[src/rtl/fpu_result_buffer.sv]
// fpu_result_buffer
//   Small FIFO between the FPU output handshake and register-file writeback.
//   It captures each completed {result, tag, status}, presents the oldest
//   entry to writeback, and accrues the sticky fflags bits of every retired
//   result.
//
// Ports
//   clk_i, rst_ni          clock (rising edge), async active-low reset
//   fpu_result_i/status_i/tag_i/valid_i, fpu_ready_o
//                          FPU completion handshake (push side)
//   flush_i                drop every buffered entry
//   wb_valid_o/ready_i, wb_data_o/rd_o/status_o
//                          writeback handshake (pop side), head entry
//   fflags_wr_i/wdata_i    CSR write of fflags
//   fflags_o               sticky accrued exception flags {NV,DZ,OF,UF,NX}
//   count_o, busy_o        occupancy, non-empty
module fpu_result_buffer #(
  parameter int WIDTH = 32,
  parameter int DEPTH = 2,   // power of two, >= 2
  parameter int TAG_W = 5
) (
  input  logic                       clk_i,
  input  logic                       rst_ni,
  input  logic [WIDTH-1:0]           fpu_result_i,
  input  logic [4:0]                 fpu_status_i,
  input  logic [TAG_W-1:0]           fpu_tag_i,
  input  logic                       fpu_valid_i,
  output logic                       fpu_ready_o,
  input  logic                       flush_i,
  output logic                       wb_valid_o,
  input  logic                       wb_ready_i,
  output logic [WIDTH-1:0]           wb_data_o,
  output logic [TAG_W-1:0]           wb_rd_o,
  output logic [4:0]                 wb_status_o,
  input  logic                       fflags_wr_i,
  input  logic [4:0]                 fflags_wdata_i,
  output logic [4:0]                 fflags_o,
  output logic [$clog2(DEPTH+1)-1:0] count_o,
  output logic                       busy_o
);

  localparam int PTR_W = $clog2(DEPTH);
  localparam int CNT_W = $clog2(DEPTH+1);

  typedef struct packed {
    logic [WIDTH-1:0] data;
    logic [TAG_W-1:0] rd;
    logic [4:0]       status;
  } entry_t;

  entry_t            mem [DEPTH];
  entry_t            head;
  logic [PTR_W-1:0]  wr_ptr_q, rd_ptr_q;
  logic [CNT_W-1:0]  count_q;
  logic [4:0]        fflags_q;
  logic              push, pop, retire;

  // Handshakes decode from registered state only: no input-to-output path.
  assign fpu_ready_o = (count_q != CNT_W'(DEPTH));
  assign wb_valid_o  = (count_q != '0);
  assign push        = fpu_valid_i & fpu_ready_o;
  assign pop         = wb_valid_o & wb_ready_i;
  assign retire      = pop & ~flush_i;

  // Storage is unreset; outputs are gated while empty instead.
  assign head        = mem[rd_ptr_q];
  assign wb_data_o   = wb_valid_o ? head.data   : '0;
  assign wb_rd_o     = wb_valid_o ? head.rd     : '0;
  assign wb_status_o = wb_valid_o ? head.status : '0;

  assign fflags_o    = fflags_q;
  assign count_o     = count_q;
  assign busy_o      = wb_valid_o;

  always_ff @(posedge clk_i) begin
    if (push && !flush_i)
      mem[wr_ptr_q] <= '{data: fpu_result_i, rd: fpu_tag_i, status: fpu_status_i};
  end

  // Pointers wrap naturally because DEPTH is a power of two.
  always_ff @(posedge clk_i or negedge rst_ni) begin
    if (!rst_ni) begin
      wr_ptr_q <= '0;
      rd_ptr_q <= '0;
      count_q  <= '0;
    end else if (flush_i) begin
      wr_ptr_q <= '0;
      rd_ptr_q <= '0;
      count_q  <= '0;
    end else begin
      if (push) wr_ptr_q <= wr_ptr_q + 1'b1;
      if (pop)  rd_ptr_q <= rd_ptr_q + 1'b1;
      case ({push, pop})
        2'b10:   count_q <= count_q + 1'b1;
        2'b01:   count_q <= count_q - 1'b1;
        default: count_q <= count_q;
      endcase
    end
  end

  // A CSR write replaces the flags, but the status retiring in that same
  // cycle must still be accrued on top so it is not lost.
  always_ff @(posedge clk_i or negedge rst_ni) begin
    if (!rst_ni)
      fflags_q <= '0;
    else if (fflags_wr_i)
      fflags_q <= fflags_wdata_i | (retire ? wb_status_o : 5'b0);
    else if (retire)
      fflags_q <= fflags_q | wb_status_o;
  end

  a_count_max: assert property (@(posedge clk_i) disable iff (!rst_ni)
    count_q <= CNT_W'(DEPTH));
  a_no_pop_empty: assert property (@(posedge clk_i) disable iff (!rst_ni)
    !(pop && count_q == '0));
  a_no_push_full: assert property (@(posedge clk_i) disable iff (!rst_ni)
    !(push && count_q == CNT_W'(DEPTH)));
  a_stall_stable: assert property (@(posedge clk_i) disable iff (!rst_ni)
    (wb_valid_o && !wb_ready_i && !flush_i) |=>
      (wb_valid_o && $stable(wb_data_o) && $stable(wb_rd_o) && $stable(wb_status_o)));

endmodule

[config.mk]
export PLATFORM = sky130hd
export DESIGN_NAME = fpu_result_buffer
export DESIGN_NICKNAME = d
export VERILOG_FILES = /design/src/rtl/fpu_result_buffer.sv
export SDC_FILE = /design/constraint.sdc
export NUM_CORES = 1
export LEC_CHECK = 0
export CORE_MARGIN = 5
export CORE_UTILIZATION = 30
export CTS_BUF_LIST = sky130_fd_sc_hd__clkbuf_16
export DETAILED_ROUTE_END_ITERATION = 12
export GPL_TIMING_DRIVEN = 0
export HOLD_SLACK_MARGIN = 0.03
export PLACE_DENSITY = 0.69
export SKIP_LAST_GASP = 1
export SYNTH_ARGS = -nofsm -noshare
export SYNTH_HDL_FRONTEND = slang
export SYNTH_SLANG_ARGS = --single-unit
[constraint.sdc]
create_clock -name clk_i -period 4.2 [get_ports clk_i]
set_input_delay 0.42 -clock clk_i [delete_from_list [all_inputs] [get_ports clk_i]]
set_output_delay 0.42 -clock clk_i [all_outputs]
set_load 0.02 [all_outputs]
Yosys cells after proc, flatten, opt, wreduce, memory -nomap -nowiden
Memory sizes are Yosys's and may differ from the RTL's.
Index checks and enable logic that the tools add are counted.
- flip-flop bits (word level): 9
- memory bits (writable): 84
- output and inout port bits: 52
- word-level logic and storage cells: 39
- memories kept: 1
- $add $sub $neg: 4
- equal/unequal tests: 3
- mux-type cells: 14
- bitwise logic cells: 6
- reductions and logical operators: 7
- memory list (memory ; depth ; bits a word ; rd ports ; clocked after memory_dff ; wr ports ; RTL line ; RTL):
    mem ; 2 ; 42 ; 1 ; 0 ; 1 ; 51 ; entry_t mem [DEPTH];
- operators with widths (cell ; count):
    32-bit 2-to-1 mux ; 1
    5-bit 2-to-1 mux ; 5
    5-bit bitwise OR ; 2
    2-bit nonzero test ; 4
    1-bit 2-to-1 mux ; 6
    2-bit one-hot mux with 2 select lines ; 1
    1-bit bitwise AND ; 3
    3-bit nonzero test ; 1
    1-bit adder, second input constant ; 2
    2-bit by 1-bit adder with 2-bit output, second input constant ; 1
    2-bit by 1-bit equality test with 1-bit output, second input constant ; 1
    2-bit equality test, second input constant ; 1
    2-bit 2-to-1 mux ; 1
    2-bit inequality test, second input constant ; 1
    2-bit by 1-bit subtractor with 2-bit output, second input constant ; 1
    1-bit logical AND ; 1
    1-bit zero test ; 1
    1-bit NOT ; 1

Logic depth before layout (Yosys ltp)
Gate-level depths: netlist of run 1.
- word-level depth: 6
- depth in mapped cells: 5
- mapped depth without buffers: 4

Worst setup path after synthesis of run 1
Ideal clock, no wire load.
- path type: reg2reg
- start: register count_q[1], in the netlist count_o[1]
- end: memory mem[1][0] (netlist name), enable pin
- setup time: 0.502 ns
- data arrival time: 4.084 ns
- data required time: 3.698 ns
- setup slack: -0.386 ns
- cell stages (with the launch flop): 5
- buffers on the path: 0
- cell sequence: dfrtp_1 -> nor2b_2 -> inv_1 -> nand2_1 -> nor3b_1
- word-level cells in the longest chain between the ends: 5
- RTL lines (what ; RTL line ; RTL):
    start: declaration ; 54 ; logic [CNT_W-1:0] count_q;
    start signal: assignment ; 94 ; 2'b10: count_q <= count_q + 1'b1;
    start signal: assignment ; 95 ; 2'b01: count_q <= count_q - 1'b1;
    start signal: assignment ; 96 ; default: count_q <= count_q;
    2-bit inequality test ; 59 ; assign fpu_ready_o = (count_q != CNT_W'(DEPTH));
    net fpu_ready_o ; 28 ; output logic fpu_ready_o,
    1-bit bitwise AND ; 61 ; assign push = fpu_valid_i & fpu_ready_o;
    1-bit logical AND ; 76 ; if (push && !flush_i)
    1-bit 2-to-1 mux ; 76 ;
    1-bit 2-to-1 mux (implied by the code) ; 77 ; mem[wr_ptr_q] <= '{data: fpu_result_i, rd: fpu_tag_i, status: fpu_status_i};
    end: declaration ; 51 ;
The timed path passes the listed nets, and every way through them passes these cells.

Worst setup path in the final report of run 1
- start: register count_q[1], in the netlist count_o[1]
- end: output wb_valid_o
- word-level cells in the longest chain between the ends: 1
- RTL lines (what ; RTL line ; RTL):
    2-bit nonzero test ; 60 ; assign wb_valid_o = (count_q != '0);
    end: declaration ; 30 ; output logic wb_valid_o,
No other way between the ends.

==> impl_metrics.json, run 1 <==
{
  "drtAntennaViolNets": 0,
  "coreArea_mm2": 0.0119,
  "n_antenna_cell": 0,
  "syn-instance-count": 222,
  "setup_viol": 0,
  "port_buffers": 103,
  "run_status": "finished, final reports clean",
  "io_pins": 105,
  "synth_seq_area_share": 0.760,
  "yosysUniqueCellTypes": 28,
  "pwr-share-clk": 0.357,
  "antenna_found_initial": 0,
  "area_growth_pct": 44.5,
  "cts_made_buffers": 9,
  "cts_tree": "yes",
  "final-max-slew-violation-count": 0,
  "cts_resized": 0,
  "p_int_mw": 1.67,
  "p_sw_mw": 0.496,
  "die_y_um": 120,
  "reg2reg_depth": 5,
  "clock.fmax_mhz": 359,
  "drc": 0,
  "p_comb_frac": 0.152,
  "die_w_um": 120,
  "crit_type": "flip-flop to primary output",
  "dieArea_mm2": 0.0144,
  "cts.clk_slew.worst_paths_ps": 60,
  "min_path_type": "input port to async pin",
  "fillerInstances": 1101,
  "num_vias": 2216,
  "dp.final_hpwl_um": 5650,
  "synth_edf_count": 84,
  "synth.ff_latch_count": 93,
  "crit_fanout": 10,
  "cp-end-kind": "primary output",
  "powerDensity_mw_per_mm2": 414,
  "synthFlopType": "edfxtp_1",
  "yosysWarnings": 0,
  "period_needed_ps": 2780,
  "first_iter_violations": 91,
  "ctsHoldBuffers": 0,
  "clock_latency_ps": 340,
  "fin_hold_ws_ps": 385,
  "gp_congestion": 0.653,
  "drv_cap": 0,
  "cellLeakagePower_nw": 1.77,
  "ys_async_sr_fraction": 0.0968,
  "initial_core_util": 0.304,
  "syn-num-nets": 275,
  "max_slew.worst_pin.slew_ps": 1000,
  "cts_sinks": 93,
  "grt_pass1_wl_um": 12300,
  "grt_overflow": 0,
  "wl_per_cell_um": 16.2,
  "grt.total_usage": 0.116,
  "grt_max_degree": 19,
  "hold_viol": 0,
  "root_buffer": "clkbuf_16",
  "period_share": 0.663,
  "cts_setup_buffers": 0,
  "h-tree-depth": 3,
  "swShare": 0.229,
  "slew_headroom": 0.331,
  "syn_area_per_cell_um2": 16.3,
  "grt_setup_unrepaired": "false",
  "row_count": 40,
  "cp-start-kind": "flip-flop",
  "routed_wl_um": 7960,
  "drive_gt1_frac": 0.0925,
  "grt_pass1_vias": 2325,
  "synth_area_mm2": 0.00362,
  "power_frac_seq": 0.491,
  "dp_cells": 477,
  "required_ps": 3780,
  "cp.arrival_ps": 2360,
  "final_cells": 493,
  "drt_pre_antenna_iters": 4,
  "fin_nets": 394,
  "via_per_inst": 4.49,
  "skew_ps": 4.30,
  "clockBufferDepth": 2,
  "vdd_drop_max_uv": 231
}
cells in the mapped netlist (2+ instances only):
library cell	instances	area (um2)
edfxtp_1	84	2520
nor2_1	45	169
mux2i_1	42	420
dfrtp_1	9	225
a221o_1	5	50.1
nor2b_1	5	31.3
buf_4	4	30.0
buf_2	3	15.0
a21oi_1	2	10.0
buf_6	2	22.5
inv_1	2	7.51
nand2_1	2	7.51
o21ai_0	2	10.0
worst max-delay path: stages (launching register included):
cell and delay (ps):
dfrtp_1 450, nor2_2 350, buf_4 250, buf_2 240, inv_1 80, buf_4 130
clkdlybuf4s50_1 520
area by class of cell:
cell class / count / area (um2) / share of cell area
Sequential cell: 93 / 2750 / 0.526
Timing Repair Buffer: 108 / 1120 / 0.214
Multi-Input combinational cell: 115 / 806 / 0.154
Clock buffer: 9 / 225 / 0.0431
Tap cell: 147 / 184 / 0.0352
Buffer: 11 / 75.1 / 0.0144
Clock inverter: 7 / 60.1 / 0.0115
Inverter: 3 / 11.3 / 0.00215
metal layers:
layer  part of all wire  GRT usage
met5                  0          0
met4              0.020     0.0580
met3              0.053     0.0363
met2               0.49      0.186
met1               0.44      0.140
path summary, 6_finish.rpt:
check                                              from                 endpoint  slack (ps)
worst max-delay path             count_o[1]$_DFFE_PN0P_               wb_valid_o        1420
worst min-delay path                             rst_ni  fflags_o[4]$_DFFE_PN0P_         380
worst max register to register   count_o[1]$_DFFE_PN0P_     mem[0][28]$_DFFE_PP_        1980
worst min register to register  fflags_o[4]$_DFFE_PN0P_  fflags_o[4]$_DFFE_PN0P_         620
max in group asynchronous                        rst_ni  fflags_o[3]$_DFFE_PN0P_        3520
min in group clk_i                          fflags_wr_i  fflags_o[0]$_DFFE_PN0P_         590
cells by family after synthesis:
kind of cell	after synthesis	share of synthesized area
buffers and inverters	14	0.0239
AND/OR/NAND/NOR	60	0.0733
XOR/XNOR	1	0.00242
AO/OA/AOI/OAI	12	0.0246
flip-flops	93	0.760
multiplexers	42	0.116
power groups by stage:
| stage | sequential (mW) | clock [mW] | combinational [mW] |
|---|---|---|---|
| 4_1_cts | 1.06 | 0.802 | 0.339 |
| 5_1_grt | 1.07 | 0.833 | 0.356 |
| 3_5_place_dp | 1.08 | 0 | 0.338 |
| 2_1_floorplan | 1.09 | 0 | 0.152 |
| 6_report | 1.06 | 0.772 | 0.330 |
| 3_3_place_gp | 1.08 | 0 | 0.324 |
placed cells by master (no fill, tap or decap), types with 2 or more instances in the layout:
master           netlist  final
a21oi_1                2      2
nor2_1                45     45
a221o_1                5      5
clkinvlp_4             0      2
mux2i_1               42     42
nand2_1                2      2
dfrtp_1                9      9
buf_4                  4      4
buf_6                  2      2
inv_1                  2      5
buf_2                  3      3
nor2b_1                5      5
buf_8                  0      4
edfxtp_1              84     84
clkdlybuf4s50_1        0    103
clkbuf_16              0      9
o21ai_0                2      2
state kept, by name (all words and copies together), names as in the netlist:
signal	flops
mem	84
fflags_o	5
count_o	2
rd_ptr_q	1
wr_ptr_q	1
per-stage QoR:
| stage | setup TNS, ps | power [mW] | instance area, um2 | util | setup slack, ps |
|---|---|---|---|---|---|
| after global placement | -19820 | 1.41 | 4840 | 0.407 | -272 |
| after detailed placement | 0 | 1.42 | 4940 | 0.415 | 1580 |
| after CTS | 0 | 2.20 | 5230 | 0.439 | 1300 |
| after global routing | 0 | 2.25 | 5230 | 0.439 | 1220 |
| after floorplan | 0 | 1.24 | 3630 | - | 1070 |
| final | 0 | 2.16 | 5230 | 0.439 | 1420 |
No activity file was read; power rests on OpenSTA's default activity.
==> run 2: changes to the inputs <==
Settings changed: PLACE_DENSITY 0.69 to 0.67.
Clock period 4.2 ns to 2.7 ns, I/O delays scaled along.
==> run 2 against run 1 <==
Effect of this change: wire length is 1.4% lower; sequential share of layout area is 0.34 points lower; critical path depth stayed put; die area stayed put; power is 56% higher; critical path type unchanged; critical endpoint unchanged; largest cell class unchanged.
==> impl_metrics.json, run 2 (synthesis results as in run 1) <==
{
  "largest_register_ffs": 84,
  "drc": 0,
  "grt_max_degree": 18,
  "routed_wl_um": 7860,
  "cp-start-kind": "flip-flop",
  "path_buf_inv": 5,
  "path_cells": "nor2_4 > buf_4 > buf_2 > inv_1 > buf_4 > clkdlybuf4s50_1",
  "cts_sinks": 93,
  "via_per_inst": 4.47,
  "required_ps": 2430,
  "grt_overflow": 0,
  "h-tree-depth": 3,
  "critPathSlowestCell": "clkdlybuf4s50_1",
  "final_common_cell": "clkdlybuf4s50_1",
  "io_pins": 105,
  "antenna_found_initial": 0,
  "setup_viol": 0,
  "cellLeakagePower_nw": 1.79,
  "dp.final_hpwl_um": 5620,
  "n_antenna_cell": 0,
  "row_count": 40,
  "area_growth_pct": 45.5,
  "fin_nets": 394,
  "wl_per_cell_um": 15.9,
  "period_share": 0.935,
  "gp_congestion": 0.685,
  "clockBufferDepth": 2,
  "first_iter_violations": 66,
  "run_status": "finished, final reports clean",
  "startpoint": "count_o[0]$_DFFE_PN0P_",
  "drt_pre_antenna_iters": 4,
  "design_area_mm2": 0.00526,
  "num_vias": 2203,
  "die_y_um": 120,
  "drive_gt1_frac": 0.0925,
  "period_needed_ps": 2530,
  "min_path_type": "input port to async pin",
  "skew_ps": 5.24,
  "power_mw": 3.39,
  "fillerInstances": 1083,
  "crit_type": "flip-flop to primary output",
  "hold_viol": 0,
  "cpLargestDelayFamily": "buffers and inverters",
  "dp_slack_ps": 280,
  "ctsHoldBuffers": 0,
  "clock.fmax_mhz": 396,
  "drtAntennaViolNets": 0,
  "cp-end-kind": "primary output",
  "fin_util": 0.442,
  "crit_fanout": 10,
  "grt_pass1_wl_um": 12300,
  "final-max-slew-violation-count": 0,
  "grt_pass1_vias": 2353,
  "dpl_cell_area_mm2": 0.00496,
  "max_slew.worst_pin.slew_ps": 898,
  "fin_setup_tns_ps": 0,
  "slew_headroom": 0.401,
  "grt.total_usage": 0.114,
  "initial_core_util": 0.304,
  "multiInputGateArea_um2": 811,
  "mostFrequentLayoutCells": "clkdlybuf4s50_1, edfxtp_1, nor2_1",
  "largest_register": "mem",
  "coreArea_mm2": 0.0119,
  "cts.clk_slew.worst_paths_ps": 70,
  "rrSetupSlack_ps": 480,
  "r2r_end": "mem[1][18]$_DFFE_PP_",
  "cts_made_buffers": 9,
  "dieArea_mm2": 0.0144,
  "powerDensity_mw_per_mm2": 644,
  "reg2reg_depth": 5,
  "clock_latency_ps": 340,
  "r2r_start": "count_o[1]$_DFFE_PN0P_",
  "drv_cap": 0,
  "cts_tree": "yes",
  "root_buffer": "clkbuf_16",
  "grt_setup_unrepaired": "false",
  "cp_slowest_stage_delay_ps": 520,
  "cp.arrival_ps": 2260,
  "fin_ws_ps": 175,
  "vdd_drop_max_uv": 327,
  "die_w_um": 120,
  "crit_top_cell": "buf_4",
  "port_buffers": 103,
  "ff_latch_area_mm2": 0.00275
}
## run 2: routing by layer
| layer | up-vias | track usage | part of all wire |
|---|---|---|---|
| li1 | 1059 | - | - |
| met1 | 1069 | 0.134 | 0.43 |
| met2 | 63 | 0.190 | 0.50 |
| met3 | 12 | 0.0339 | 0.052 |
| met4 | 0 | 0.0580 | 0.023 |
| met5 | - | 0 | 0 |
## run 2: report_power, final
part           switching [mW]  leakage [nW]  internal [mW]
Clock                   0.509         0.147          0.704
Sequential             0.0197         0.885           1.63
Combinational           0.256         0.756          0.265
Total                   0.785          1.79           2.60
## run 2: worst max path at each step
stage                           end  slack (ps)  depth (start not counted)
2_1_floorplan   mem[1][0]$_DFFE_PP_          80                          4
3_3_place_gp   mem[1][29]$_DFFE_PP_        -630                          3
3_5_place_dp   mem[1][18]$_DFFE_PP_         280                          4
4_1_cts                  wb_valid_o          80                          6
5_1_grt                  wb_valid_o          40                          6
6_report                 wb_valid_o         170                          6
## run 2: layout make-up
type	instances	share of cell area
buffer	11	0.0143
clock buffer	9	0.0428
timing repair buffer	108	0.218
inverter	3	0.00214
multi-input combinational	115	0.154
sequential	93	0.522
tap	147	0.0350
clock inverter	7	0.0112
## run 2: worst reg2reg max path, cell delays in order (launching register included)
cell and delay (ps):
dfrtp_1 470, nor2b_2 210, inv_1 80, nand2_1 130, nor3b_4 790, buf_16 240
## run 2: timing repair
item,4_1_cts,5_1_grt
pin swaps,0,1
resized for setup,1,0
setup buffers,0,1
setup endpoints to repair,1,1
## run 2: per-stage QoR
stage	hold slack (ps)	cells
after floorplan	-25.6	222
after global placement	593	472
after detailed placement	598	476
after CTS	246	492
after global routing	266	493
final	234	493
